<file path="config.mk">
export PLATFORM = sky130hd
export DESIGN_NAME = uart_tx_buffer
export DESIGN_NICKNAME = d
export VERILOG_FILES = /design/src/rtl/uart_pkg.sv /design/src/rtl/uart_tx_buffer.sv
export SDC_FILE = /design/constraint.sdc
export NUM_CORES = 1
export LEC_CHECK = 0
export CORE_MARGIN = 1.5
export CORE_UTILIZATION = 40
export CTS_BUF_LIST = sky130_fd_sc_hd__clkbuf_4 sky130_fd_sc_hd__clkbuf_8
export CTS_CLUSTER_SIZE = 24
export DETAILED_ROUTE_END_ITERATION = 10
export PLACE_DENSITY_LB_ADDON = 0.3
export SYNTH_ARGS = -nofsm -noshare
export SYNTH_HDL_FRONTEND = slang
export SYNTH_SLANG_ARGS = --single-unit
export TNS_END_PERCENT = 10
</file>
<file path="constraint.sdc">
create_clock -name clk -period 3.07 [get_ports clk]
set_input_delay 0.307 -clock clk [delete_from_list [all_inputs] [get_ports clk]]
set_output_delay 0.307 -clock clk [all_outputs]
set_load 0.02 [all_outputs]
</file>
<file path="src/rtl/uart_pkg.sv">
// Shared types and defaults for the UART transmit path.
package uart_pkg;

    typedef enum logic [1:0] {
        IDLE,
        WAIT_BUSY,
        WAIT_DONE
    } tx_buf_state_e;

    localparam int UART_DATA_W_DEF = 8;

endpackage

</file>
<file path="src/rtl/uart_tx_buffer.sv">
// TX byte queue feeding the shifter one word per frame; optional parity via UART_TX_PARITY_EN.
// Latency: push into an empty idle buffer -> tx_start two edges later; one idle cycle between frames.
// Backpressure: wr_ready = !full; writes while full are dropped and raise sticky overflow.
module uart_tx_buffer
    import uart_pkg::*;
#(
    parameter int DATA_W = UART_DATA_W_DEF,
    parameter int DEPTH  = 4
`ifdef UART_TX_PARITY_EN
    ,
    parameter bit PARITY_ODD = 1'b0
`endif
) (
    input  logic                       clk,
    input  logic                       reset,
    input  logic                       wr_valid,
    input  logic [DATA_W-1:0]          wr_data,
    output logic                       wr_ready,
    input  logic                       tx_busy,
    output logic                       tx_start,
    output logic [DATA_W-1:0]          data_out,
    output logic [$clog2(DEPTH+1)-1:0] count,
    output logic                       empty,
    output logic                       full,
    output logic                       overflow,
    input  logic                       clr_ovf
`ifdef UART_TX_PARITY_EN
    ,
    output logic                       parity_out
`endif
);

    localparam int PTR_W = $clog2(DEPTH);
    localparam int CNT_W = $clog2(DEPTH+1);

    logic [DATA_W-1:0] mem_q [DEPTH];
    logic [DATA_W-1:0] mem_d [DEPTH];
    logic [PTR_W-1:0]  wr_ptr_q, wr_ptr_d;
    logic [PTR_W-1:0]  rd_ptr_q, rd_ptr_d;
    logic [CNT_W-1:0]  count_q, count_d;
    tx_buf_state_e     state_q, state_d;
    logic              tx_start_q, tx_start_d;
    logic [DATA_W-1:0] data_out_q, data_out_d;
    logic              overflow_q, overflow_d;
    logic              push, pop;
`ifdef UART_TX_PARITY_EN
    logic              parity_q, parity_d;
`endif

    assign full     = (count_q == CNT_W'(DEPTH));
    assign empty    = (count_q == '0);
    assign wr_ready = !full;
    assign tx_start = tx_start_q;
    assign data_out = data_out_q;
    assign count    = count_q;
    assign overflow = overflow_q;
`ifdef UART_TX_PARITY_EN
    assign parity_out = parity_q;
`endif

    always_comb begin
        // Push depends on full only, so a same-cycle pop never frees a slot early.
        push       = wr_valid && !full;
        pop        = (state_q == IDLE) && !empty && !tx_busy;
        mem_d      = mem_q;
        wr_ptr_d   = wr_ptr_q;
        rd_ptr_d   = rd_ptr_q;
        count_d    = count_q;
        state_d    = state_q;
        tx_start_d = 1'b0;
        data_out_d = data_out_q;
        overflow_d = overflow_q;
`ifdef UART_TX_PARITY_EN
        parity_d   = parity_q;
`endif

        if (push) begin
            mem_d[wr_ptr_q] = wr_data;
            wr_ptr_d        = wr_ptr_q + PTR_W'(1);
        end

        if (push && !pop) begin
            count_d = count_q + CNT_W'(1);
        end else if (!push && pop) begin
            count_d = count_q - CNT_W'(1);
        end

        if (clr_ovf) begin
            overflow_d = 1'b0;
        end else if (wr_valid && full) begin
            overflow_d = 1'b1;
        end

        unique case (state_q)
            IDLE: begin
                if (pop) begin
                    data_out_d = mem_q[rd_ptr_q];
`ifdef UART_TX_PARITY_EN
                    parity_d   = (^mem_q[rd_ptr_q]) ^ PARITY_ODD;
`endif
                    rd_ptr_d   = rd_ptr_q + PTR_W'(1);
                    tx_start_d = 1'b1;
                    state_d    = WAIT_BUSY;
                end
            end
            WAIT_BUSY: if (tx_busy) state_d = WAIT_DONE;
            WAIT_DONE: if (!tx_busy) state_d = IDLE;
            default:   state_d = IDLE;
        endcase
    end

    always_ff @(posedge clk or negedge reset) begin
        if (!reset) begin
            for (int i = 0; i < DEPTH; i++) mem_q[i] <= '0;
            wr_ptr_q   <= '0;
            rd_ptr_q   <= '0;
            count_q    <= '0;
            state_q    <= IDLE;
            tx_start_q <= 1'b0;
            data_out_q <= '0;
            overflow_q <= 1'b0;
`ifdef UART_TX_PARITY_EN
            parity_q   <= 1'b0;
`endif
        end else begin
            mem_q      <= mem_d;
            wr_ptr_q   <= wr_ptr_d;
            rd_ptr_q   <= rd_ptr_d;
            count_q    <= count_d;
            state_q    <= state_d;
            tx_start_q <= tx_start_d;
            data_out_q <= data_out_d;
            overflow_q <= overflow_d;
`ifdef UART_TX_PARITY_EN
            parity_q   <= parity_d;
`endif
        end
    end

endmodule

</file>
After elaboration in Yosys (flattened, before gate mapping)
Cells that the tools add are included.
W data, S select, Z words.
{"block": "totals", "in_bits": 13, "out_inout_bits": 16, "reg_bits": 51, "wordCells": 60}
{"block": "op_classes", "bitwise": 2, "mux": 16, "addsub": 4, "order_cmp": 3, "n_eq_ne": 6, "reduce_logical": 18}
{"operator": "$bwmux W32", "n": 1}
{"operator": "$mux W8", "n": 3}
{"operator": "$bmux W8 S2", "n": 1}
{"operator": "$demux W8 S2", "n": 1}
{"operator": "$logic_and A1 B1 Y1", "n": 7}
{"operator": "$ge A3 B3 Y1 const B", "n": 2}
{"operator": "$mux W2", "n": 3}
{"operator": "$mux W3", "n": 2}
{"operator": "$ne A2 B2 Y1 const B", "n": 3}
{"operator": "$not A2 Y3", "n": 2}
{"operator": "$pmux W2 S3", "n": 1}
{"operator": "$logic_not A1 Y1", "n": 5}
{"operator": "$add A2 B1 Y2 const B", "n": 2}
{"operator": "$mux W1", "n": 4}
{"operator": "$reduce_bool A2 Y1", "n": 2}
{"operator": "$add A3 B1 Y3 const B", "n": 1}
{"operator": "$eq A3 B3 Y1 const B", "n": 1}
{"operator": "$logic_not A3 Y1", "n": 1}
{"operator": "$lt A3 B1 Y1 const B", "n": 1}
{"operator": "$reduce_and A3 Y1", "n": 1}
{"operator": "$sub A3 B1 Y3 const B", "n": 1}
{"operator": "$eq A2 B1 Y1 const B", "n": 1}
{"operator": "$eq A2 B2 Y1 const B", "n": 1}
{"operator": "$logic_not A2 Y1", "n": 1}
{"operator": "$reduce_and A2 Y1", "n": 1}

Depth between registers and ports, before layout
Gate-level depths: netlist (run 1).
{"block": "depth", "depth_word": 7, "depth_mapped": 10, "depth_no_buf": 9}

Worst setup path before layout (run 1)
OpenSTA, ideal clock, no wires.
{"block": "synth_timing", "kind": "register to register", "from": "register count_q[0], in the netlist count[0]", "to": "register count_q[2], in the netlist count[2]", "stages_incl_launch_ff": 10, "synth_period_minus_slack_ns": 2.550, "setup_time_ns": 0.080, "required_time_ns": 2.990, "arrival_ns": 2.470, "setup_slack_ns": 0.520, "path_cell_list": "dfrtp_1 > nor3_1 > nand2b_1 > buf_4 > ha_1 > inv_1 > fa_1 > xor2_1 > nor2_1 > xor2_1"}
{"block": "synth_via", "elab_chain_cells": 7, "word_cells_on_any_way": 16}
{"element": "start, declared", "line_no": "uart_tx_buffer.sv:40", "text": "logic [CNT_W-1:0] count_q, count_d;"}
{"element": "start signal, assigned", "line_no": "uart_tx_buffer.sv:129", "text": "count_q <= count_d;"}
{"element": "$logic_not A3 Y1 *", "line_no": "uart_tx_buffer.sv:51", "text": "assign empty = (count_q == '0);"}
{"element": "net empty", "line_no": "uart_tx_buffer.sv:23", "text": "output logic empty,"}
{"element": "$logic_not A1 Y1 *", "line_no": "uart_tx_buffer.sv:64", "text": "pop = (state_q == IDLE) && !empty && !tx_busy;"}
{"element": "$logic_and A1 B1 Y1 * (2 in series)", "line_no": "uart_tx_buffer.sv:64"}
{"element": "$logic_not A1 Y1", "line_no": "uart_tx_buffer.sv:82", "text": "if (push && !pop) begin"}
{"element": "$logic_and A1 B1 Y1", "line_no": "uart_tx_buffer.sv:82"}
{"element": "$mux W3 / $reduce_bool A2 Y1 (equally long branches)"}
Mark *: on every way through the listed nets, which the timed path passes. The rest lies on a longest branch. The select of a mux whose other input is x is not followed.
A chain may end at the register's enable or synchronous reset.

Worst setup path in the final report (run 1)
{"block": "layout_timing", "from": "register count_q[0], in the netlist count[0]", "to": "register count_q[1], in the netlist count[1]"}
{"block": "layout_via", "word_cells_on_any_way": 16}
{"element": "$eq A3 B3 Y1", "line_no": "uart_tx_buffer.sv:50", "text": "assign full = (count_q == CNT_W'(DEPTH));"}
{"element": "$logic_not A1 Y1", "line_no": "uart_tx_buffer.sv:63", "text": "push = wr_valid && !full;"}
{"element": "$logic_and A1 B1 Y1", "line_no": "uart_tx_buffer.sv:63"}
{"element": "net push", "line_no": "uart_tx_buffer.sv:45", "text": "logic push, pop;"}
{"element": "$logic_and A1 B1 Y1", "line_no": "uart_tx_buffer.sv:82"}
{"element": "$mux W3", "line_no": "uart_tx_buffer.sv:82"}
{"element": "net count_d[1]", "line_no": "uart_tx_buffer.sv:40"}
The timed path passes the listed nets, and every way through them passes these cells. The select of a mux whose other input is x is not followed.

==> results of run 1 <==
## where the power goes
| part | switching (mW) | internal, mW | leakage (nW) | total, mW |
|---|---|---|---|---|
| Combinational | 0.480 | 0.747 | 0.484 | 1.23 |
| Sequential | 0.253 | 1.01 | 0.610 | 1.26 |
| Clock | 0.212 | 0.238 | 0.0502 | 0.450 |
| Total | 0.944 | 1.99 | 1.14 | 2.94 |
## worst max-delay path, cell delays in order (launching register included)
cell     delay, ns
dfrtp_1       0.47
or3b_1        0.59
nand2_1       0.22
inv_1         0.06
ha_1          0.21
inv_1         0.08
fa_1          0.41
mux2_2        0.27
## cells in the final DEF (no fill, tap or decap)
cell	count
buf_4	1
and2_1	1
or3b_1	1
ha_1	5
mux4_2	8
buf_2	1
nand2_1	1
xor2_1	3
dfrtp_1	51
nand3b_1	1
inv_1	6
mux2_2	40
nor4_1	1
xnor2_1	4
nor3_1	3
fa_1	1
clkdlybuf4s50_1	27
mux2_1	2
bufinv_16	1
clkinvlp_4	1
nand2b_1	1
clkbuf_8	5
a21oi_1	1
nor2_1	2
nand3_4	4
## cell families after synthesis
family | share of synthesized area (%)
AND/OR/NAND/NOR | 5.802
XOR/XNOR | 2.707
multiplexers | 28.84
AO/OA/AOI/OAI | 0.2208
buffers and inverters | 2.431
flip-flops | 56.35
adder cells (fa/ha/maj) | 3.646
## state kept, by name, summed over array words and instances (netlist names)
| register | cells |
|---|---|
| data_out | 8 |
| wr_ptr_q | 2 |
| mem_q | 32 |
| state_q | 2 |
| rd_ptr_q | 2 |
| count | 3 |
| overflow | 1 |
| tx_start | 1 |
## through the flow
stage,setup slack [ns],power (mW),std cells
finish,0.6418,2.939,244
global route,0.5197,3.127,244
CTS,0.6369,2.982,244
detailed placement,0.5831,2.527,237
global placement,0.6941,2.453,237
floorplan,0.5199,2.127,141
## per-layer routing
layer	global-route usage, %	up-vias
met5	0	-
met4	6.964	0
met3	4.302	12
met2	24.43	28
met1	16.46	638
li1	-	559
## worst paths after layout
kind,from,to,slack (ns),cells after the start
setup / recovery,count[0]$_DFFE_PN0P_,count[1]$_DFFE_PN0P_,0.64,7
hold / removal,reset,rd_ptr_q[1]$_DFFE_PN0P_,0.21,1
setup reg to reg,count[0]$_DFFE_PN0P_,count[1]$_DFFE_PN0P_,0.64,7
hold reg to reg,mem_q[8]$_DFFE_PN0P_,mem_q[8]$_DFFE_PN0P_,0.50,1
max in group asynchronous,reset,mem_q[11]$_DFFE_PN0P_,2.18,1
min in group clk,mem_q[8]$_DFFE_PN0P_,mem_q[8]$_DFFE_PN0P_,0.50,1
## layout make-up
cell class                      instances  area (sq um)  share of cell area (%)
Clock buffer                            5         68.82                   2.538
Inverter                                6         22.52                  0.8306
Sequential cell                        51          1276                   47.07
Tap cell                               72         90.09                   3.323
Clock inverter                          2         37.54                   1.384
Timing Repair Buffer                   29         282.8                   10.43
Multi-Input combinational cell         79         933.4                   34.43
==> impl_metrics.csv, run 1 <==
group,metric,value,unit
run_status,status,"completed",
layout,num_antenna_cells,0,
power,power.leakage,1.143,nW
clock_tree,numCtsBuffers,5,
layout,drive_gt1_share,35.47,%
floorplanning,start_util,41.38,%
logic_synthesis,synth_top_cells_by_area,"dfrtp_1 (56%), mux2_2 (20%), mux4_2 (8.0%)",
floorplanning,core_area,5473,sq um
floorplanning,die-area,6122,sq um
timing,fin_crit,2.428,ns
logic_synthesis,synth_cells,141,
logic_synthesis,yosysSeqAreaShare,56.35,%
worst_hold_path,hp-class,"primary input to async pin",
timing,fin_crit_sh,79.10,%
clock_tree,clock_sinks,51,
setup_path,critPathMaxFanout,7,
global_routing,grt_pass1_wl,6479,um
logic_synthesis,synthMostInstantiatedCell,"dfrtp_1",
clock_tree,clk_pin_slew_worst_paths,0.09,ns
timing,worst_pin_slew,1.106,ns
placement,hpwl,2641,um
logic_synthesis,synth_area,2265,sq um
routing,first_pass_iters,4,
global_routing,grt_max_degree,52,
routing,viasPerCell,5.070,
setup_path,crit_required,3.26,ns
logic_synthesis,synthDistinctLibCells,23,
routing,wirelength,3900,um
timing,fin_skew,0.01171,ns
routing,wl_met1,1648,um
logic_synthesis,synth.largest_area_cell,"dfrtp_1",
routing,wl_per_cell,15.98,um
run,cap_violations,0,
power,powerDensity,1084,nW/um^2
timing,fin_tns_setup,0,ns
logic_synthesis,dominantRegCellSynth,"dfrtp_1",
routing,dr_total_vias,1237,
timing,hold_viol,0,
logic_synthesis,synth_top_area_share,56.35,%
logic_synthesis,synthTopCellsByCount,"dfrtp_1 (51), mux2_2 (40), mux4_2 (8)",
logic_synthesis,syn_area_per_cell,16.06,sq um
floorplanning,rows,27,
timing,rsz0062_at_grt,"no",
routing,drtIter0Drc,56,
timing,setup_violations,0,
layout,syn_to_final_growth,19.72,%
placement,routabilityCongestion,0.7301,
routing,detail-route-antenna-nets,0,
logic_synthesis,yosys_warnings,0,
setup_path,cp-start-kind,"register",
setup_path,critPathArrivalTime,2.61,ns
clock_tree,ctsLongestPathBuffers,2,
global_routing,grt_pass1_vias,1337,
layout,final_area,2711,sq um
timing,slew_viol_final,0,
routing,met3_length,137,um
floorplanning,chipHeight,78.25,um
timing,whs,0.2116,ns
layout,fill_cells,486,
clock_tree,cts_tree,"built",
setup_path,critPathCaptureType,"register",
clock_tree,cts_resized,0,
setup_path,path_class,"register to register",
clock_tree,post_cts_buffers,0,
logic_synthesis,ys_seq_elements,51,
routing,route.detailed.drc,0,
logic_synthesis,synthArstFlopShare,100.0,%
floorplanning,io_pins,29,
clock_tree,hold_buffers,0,
logic_synthesis,synth_edf_count,0,
global_routing,grtUsageTotal,14.35,%
global_routing,grt_overflow_total,0,
routing,top_layer,"met4",
placement,dpl_cell_area,2605,sq um
placement,port_buffers,28,
power,peakVddDrop,0.3368,mV
logic_synthesis,syn_nets,160,
timing,relSlewSlack,26.28,%
floorplanning,die_w,78.25,um
timing,fmax,0.4118,GHz
clock_tree,htree_levels,2,
layout,final_core_util,49.54,%
global_routing,antenna_found_initial,0,
layout,final_nets,191,
clock_tree,cts_root_buf,"clkbuf_8",
clock_tree,clkLatencyLatePin,0.30,ns
routing,dr_wl_met2,1988,um
Note: power is estimated with default switching activity, not from simulation.
==> run 2, diff against run 1 <==
==> constraint.sdc (replaced) <==
create_clock -name clk -period 2.3 [get_ports clk]
set_input_delay 0.23 -clock clk [delete_from_list [all_inputs] [get_ports clk]]
set_output_delay 0.23 -clock clk [all_outputs]
set_load 0.02 [all_outputs]
==> impl_metrics.csv, run 2 (synthesis gave the netlist of run 1 again) <==
group,metric,value,unit
setup_path,r2r_cells,9,
layout,final_nets,201,
layout,layout_commonest_cell,"dfrtp_1",
clock_tree,htree_levels,2,
floorplanning,die-area,6122,sq um
floorplanning,start_util,41.38,%
timing,rsz0062_at_grt,"no",
layout,drive_gt1_share,39.34,%
layout,top_register,"mem_q",
timing,relSlewSlack,66.31,%
layout,num_antenna_cells,0,
clock_tree,cts_tree,"built",
setup_path,critPathArrivalTime,1.98,ns
setup_path,cp-start-kind,"register",
placement,dpl_worst_slack,0.1761,ns
placement,hpwl,3071,um
global_routing,grt_pass1_vias,1442,
timing,fin_crit_sh,96.21,%
power,power.leakage,1.205,nW
layout,largest_reg_flops,32,
setup_path,critPathCaptureType,"output pin",
timing,fin_ws,0.08726,ns
setup_path,crit_required,2.07,ns
layout,syn_to_final_growth,24.31,%
timing,fmax,0.4519,GHz
placement,dpl_cell_area,2684,sq um
routing,drtIter0Drc,75,
floorplanning,rows,27,
routing,wl_per_cell,16.56,um
worst_hold_path,hp-class,"primary input to async pin",
timing,fin_skew,0.006252,ns
global_routing,grtUsageTotal,15.75,%
floorplanning,die_w,78.25,um
routing,viasPerCell,4.953,
setup_path,path_class,"register to output pin",
timing,fin_crit,2.213,ns
timing,hold_viol,0,
clock_tree,ctsLongestPathBuffers,2,
clock_tree,post_cts_buffers,0,
floorplanning,io_pins,29,
routing,first_pass_iters,3,
routing,route.detailed.drc,0,
timing,worst_pin_slew,0.5053,ns
clock_tree,clkLatencyLatePin,0.31,ns
layout,final_area,2815,sq um
clock_tree,clk_pin_slew_worst_paths,0.09,ns
power,finalPower,4.119,mW
global_routing,grt_pass1_wl,7231,um
global_routing,grt_overflow_total,0,
run,cap_violations,0,
layout,final_cell_mix,"dfrtp_1 (51), mux2_2 (40), clkdlybuf4s50_1 (27)",
power,peakVddDrop,0.4284,mV
layout,final_core_util,51.44,%
placement,port_buffers,28,
clock_tree,cts_root_buf,"clkbuf_8",
timing,fin_tns_setup,0,ns
routing,detail-route-antenna-nets,0,
routing,dr_total_vias,1263,
floorplanning,core_area,5473,sq um
clock_tree,numCtsBuffers,5,
global_routing,antenna_found_initial,0,
floorplanning,chipHeight,78.25,um
run_status,status,"completed",
timing,slew_viol_final,0,
global_routing,grt_max_degree,22,
routing,wirelength,4223,um
clock_tree,cts_resized,0,
clock_tree,clock_sinks,51,
power,powerDensity,1463,nW/um^2
placement,routabilityCongestion,0.6735,
setup_path,critPathMaxFanout,6,
timing,setup_violations,0,
## run 2: layout make-up
type	instances	area (sq um)
multi-input cells	79	944.7
inverters	6	22.52
clock buffers	6	82.58
flip-flops and latches	51	1276
fillers	495	2658
well taps	72	90.09
repair buffers	39	360.3
clock inverters	2	38.79
## run 2: worst max-delay path, cell delays in order (launching register included)
cell and delay (ns):
dfrtp_1 0.38, or3b_1 0.40, buf_4 0.20, inv_1 0.09, clkdlybuf4s50_1 0.60
## run 2: timing repair
item                                   CTS  global route
endpoints found under the hold margin   13             0
setup endpoints to repair                0             0
hold buffers                             1             0
## run 2: final timing paths
kind,startpoint,endpoint,slack (ns)
worst max-delay path,count[1]$_DFFE_PN0P_,full,0.09
worst min-delay path,reset,state_q[1]$_DFFE_PN0P_,0.34
worst max register to register,count[1]$_DFFE_PN0P_,count[2]$_DFFE_PN0P_,0.23
worst min register to register,state_q[1]$_DFFE_PN0P_,state_q[0]$_DFFE_PN0P_,0.49
max in group asynchronous,reset,mem_q[19]$_DFFE_PN0P_,1.38
min in group clk,clr_ovf,overflow$_DFFE_PN0P_,0.45
## run 2: metal layers
metal | GRT usage [%] | part of all wire [%]
met5 | 0 | 0
met3 | 3.721 | 2.4
met1 | 19.05 | 43
met4 | 6.071 | 2.0
met2 | 27.22 | 53
## run 2: metrics by stage
stage                     hold slack (ns)  instances
after floorplan                  -0.06559        141
after global placement             0.1384        246
after detailed placement           0.1538        246
after CTS                          0.3573        255
after global routing               0.3758        255
final                              0.3405        255
## run 2: power by group
part	total (mW)	internal, mW	switching (mW)	leakage [nW]
Clock	0.663	0.358	0.305	0.0618
Sequential	1.62	1.35	0.268	0.610
Combinational	1.84	1.08	0.763	0.534
==> run 3, diff against run 2 <==
--- a/config.mk
+++ b/config.mk
@@ -7,10 +7,11 @@
 export LEC_CHECK = 0
 export CORE_MARGIN = 1.5
 export CORE_UTILIZATION = 40
-export CTS_BUF_LIST = sky130_fd_sc_hd__clkbuf_4 sky130_fd_sc_hd__clkbuf_8
+export CTS_BUF_LIST = sky130_fd_sc_hd__clkbuf_2
 export CTS_CLUSTER_SIZE = 24
 export DETAILED_ROUTE_END_ITERATION = 10
 export PLACE_DENSITY_LB_ADDON = 0.3
+export SKIP_LAST_GASP = 1
 export SYNTH_ARGS = -nofsm -noshare
 export SYNTH_HDL_FRONTEND = slang
 export SYNTH_SLANG_ARGS = --single-unit
==> impl_metrics.csv, run 3 (synthesis gave the netlist of run 1 again) <==
group,metric,value,unit
layout,drive_gt1_share,38.80,%
timing,fin_crit_sh,93.05,%
routing,dr_total_vias,1269,
worst_hold_path,hp-class,"primary input to async pin",
setup_path,critPathCaptureType,"output pin",
setup_path,critPathMaxFanout,6,
run,cap_violations,0,
global_routing,grt_overflow_total,0,
floorplanning,start_util,41.38,%
setup_path,crit_chain,"or3b_1, buf_4, inv_1, dlygate4sd2_1",
global_routing,grt_pass1_wl,7217,um
global_routing,grt_pass1_vias,1450,
placement,port_buffers,28,
timing,rsz0062_at_grt,"no",
setup_path,critPathArrivalTime,1.91,ns
setup_path,critPathSlowestCell,"dfrtp_1",
timing,fin_crit,2.140,ns
placement,hpwl,3071,um
routing,viasPerCell,4.976,
floorplanning,rows,27,
routing,first_pass_iters,2,
clock_tree,ctsLongestPathBuffers,2,
timing,worst_pin_slew,0.4957,ns
clock_tree,clkLatencyLatePin,0.44,ns
global_routing,grtUsageTotal,15.87,%
timing,relSlewSlack,66.95,%
run_status,status,"completed",
floorplanning,chipHeight,78.25,um
power,peakVddDrop,0.4241,mV
clock_tree,clk_pin_slew_worst_paths,0.26,ns
layout,fill_cells,504,
setup_path,cp.depth,4,
setup_path,critical_path_buf_inv_count,3,
placement,routabilityCongestion,0.6735,
floorplanning,die_w,78.25,um
layout,largest_reg_flops,32,
setup_path,cp-start-kind,"register",
timing,fin_tns_setup,0,ns
floorplanning,io_pins,29,
routing,detail-route-antenna-nets,0,
timing,hold_viol,0,
setup_path,cpPeakStageDelay,0.43,ns
power,powerDensity,1419,nW/um^2
setup_path,critical_path.top_delay_family,"buffers and inverters",
layout,final_nets,201,
routing,drtIter0Drc,57,
layout,layout_commonest_cell,"dfrtp_1",
routing,wirelength,4260,um
clock_tree,htree_levels,2,
timing,fmax,0.4673,GHz
global_routing,grt_max_degree,22,
floorplanning,core_area,5473,sq um
layout,num_antenna_cells,0,
setup_path,path_class,"register to output pin",
layout,top_register,"mem_q",
layout,syn_to_final_growth,21.99,%
layout,final_core_util,50.48,%
timing,fin_skew,0.01111,ns
setup_path,r2r_cells,9,
clock_tree,clock_sinks,51,
clock_tree,cts_tree,"built",
routing,wl_per_cell,16.71,um
timing,slew_viol_final,0,
routing,route.detailed.drc,0,
layout,final_cell_mix,"dfrtp_1 (51), mux2_2 (40), clkdlybuf4s50_1 (25)",
clock_tree,cts_root_buf,"clkbuf_2",
global_routing,antenna_found_initial,0,
timing,setup_violations,0,
floorplanning,die-area,6122,sq um
power,finalPower,3.921,mW
power,power.leakage,1.190,nW
clock_tree,numCtsBuffers,5,
setup_path,crit_required,2.07,ns
[run 3: power breakdown]
part           leakage (nW)  switching [mW]  internal (mW)
logic                 0.540           0.763           1.07
clock network        0.0410           0.294          0.185
registers             0.610           0.266           1.34
total                  1.19            1.32           2.60
[run 3: area by class of cell]
class / instances / area (sq um) / share of cell area, %
clock buffer: 5 / 25.02 / 0.9058
clock inverter: 3 / 42.54 / 1.540
inverter: 6 / 22.52 / 0.8152
multi-input combinational: 79 / 944.7 / 34.19
sequential: 51 / 1276 / 46.20
tap: 72 / 90.09 / 3.261
timing repair buffer: 39 / 361.6 / 13.09
[run 3: final timing paths]
kind | from | to | slack, ns
setup / recovery | count[1]$_DFFE_PN0P_ | full | 0.16
hold / removal | reset | state_q[1]$_DFFE_PN0P_ | 0.16
setup reg to reg | count[0]$_DFFE_PN0P_ | count[2]$_DFFE_PN0P_ | 0.21
hold reg to reg | state_q[1]$_DFFE_PN0P_ | state_q[0]$_DFFE_PN0P_ | 0.51
max in group asynchronous | reset | mem_q[28]$_DFFE_PN0P_ | 1.55
min in group clk | clr_ovf | overflow$_DFFE_PN0P_ | 0.29
[run 3: timing repair]
item                       4_1_cts  5_1_grt
resized for setup                1        1
setup endpoints to repair        1        1
hold buffers                     1        0
setup buffers                    0        0
hold endpoints to repair        24        0
[run 3: layer usage]
metal | vias up | global-route usage (%) | share of wire (%)
met1 | 655 | 18.88 | 44
met3 | 6 | 3.721 | 2.4
met2 | 20 | 27.30 | 52
met4 | 0 | 7.143 | 1.7
li1 | 588 | - | -
met5 | - | 0 | 0
[run 3: through the flow]
step                      worst slack [ns]  hold WS [ns]  std cells  area, sq um
final                               0.1598        0.1625        255         2763
after global routing               0.03998        0.1563        255         2763
after CTS                          0.03569        0.1674        255         2760
after detailed placement            0.1761        0.1538        246         2684
after global placement              0.2526        0.1384        246         2684
after floorplan                   0.004309      -0.06559        141         2276
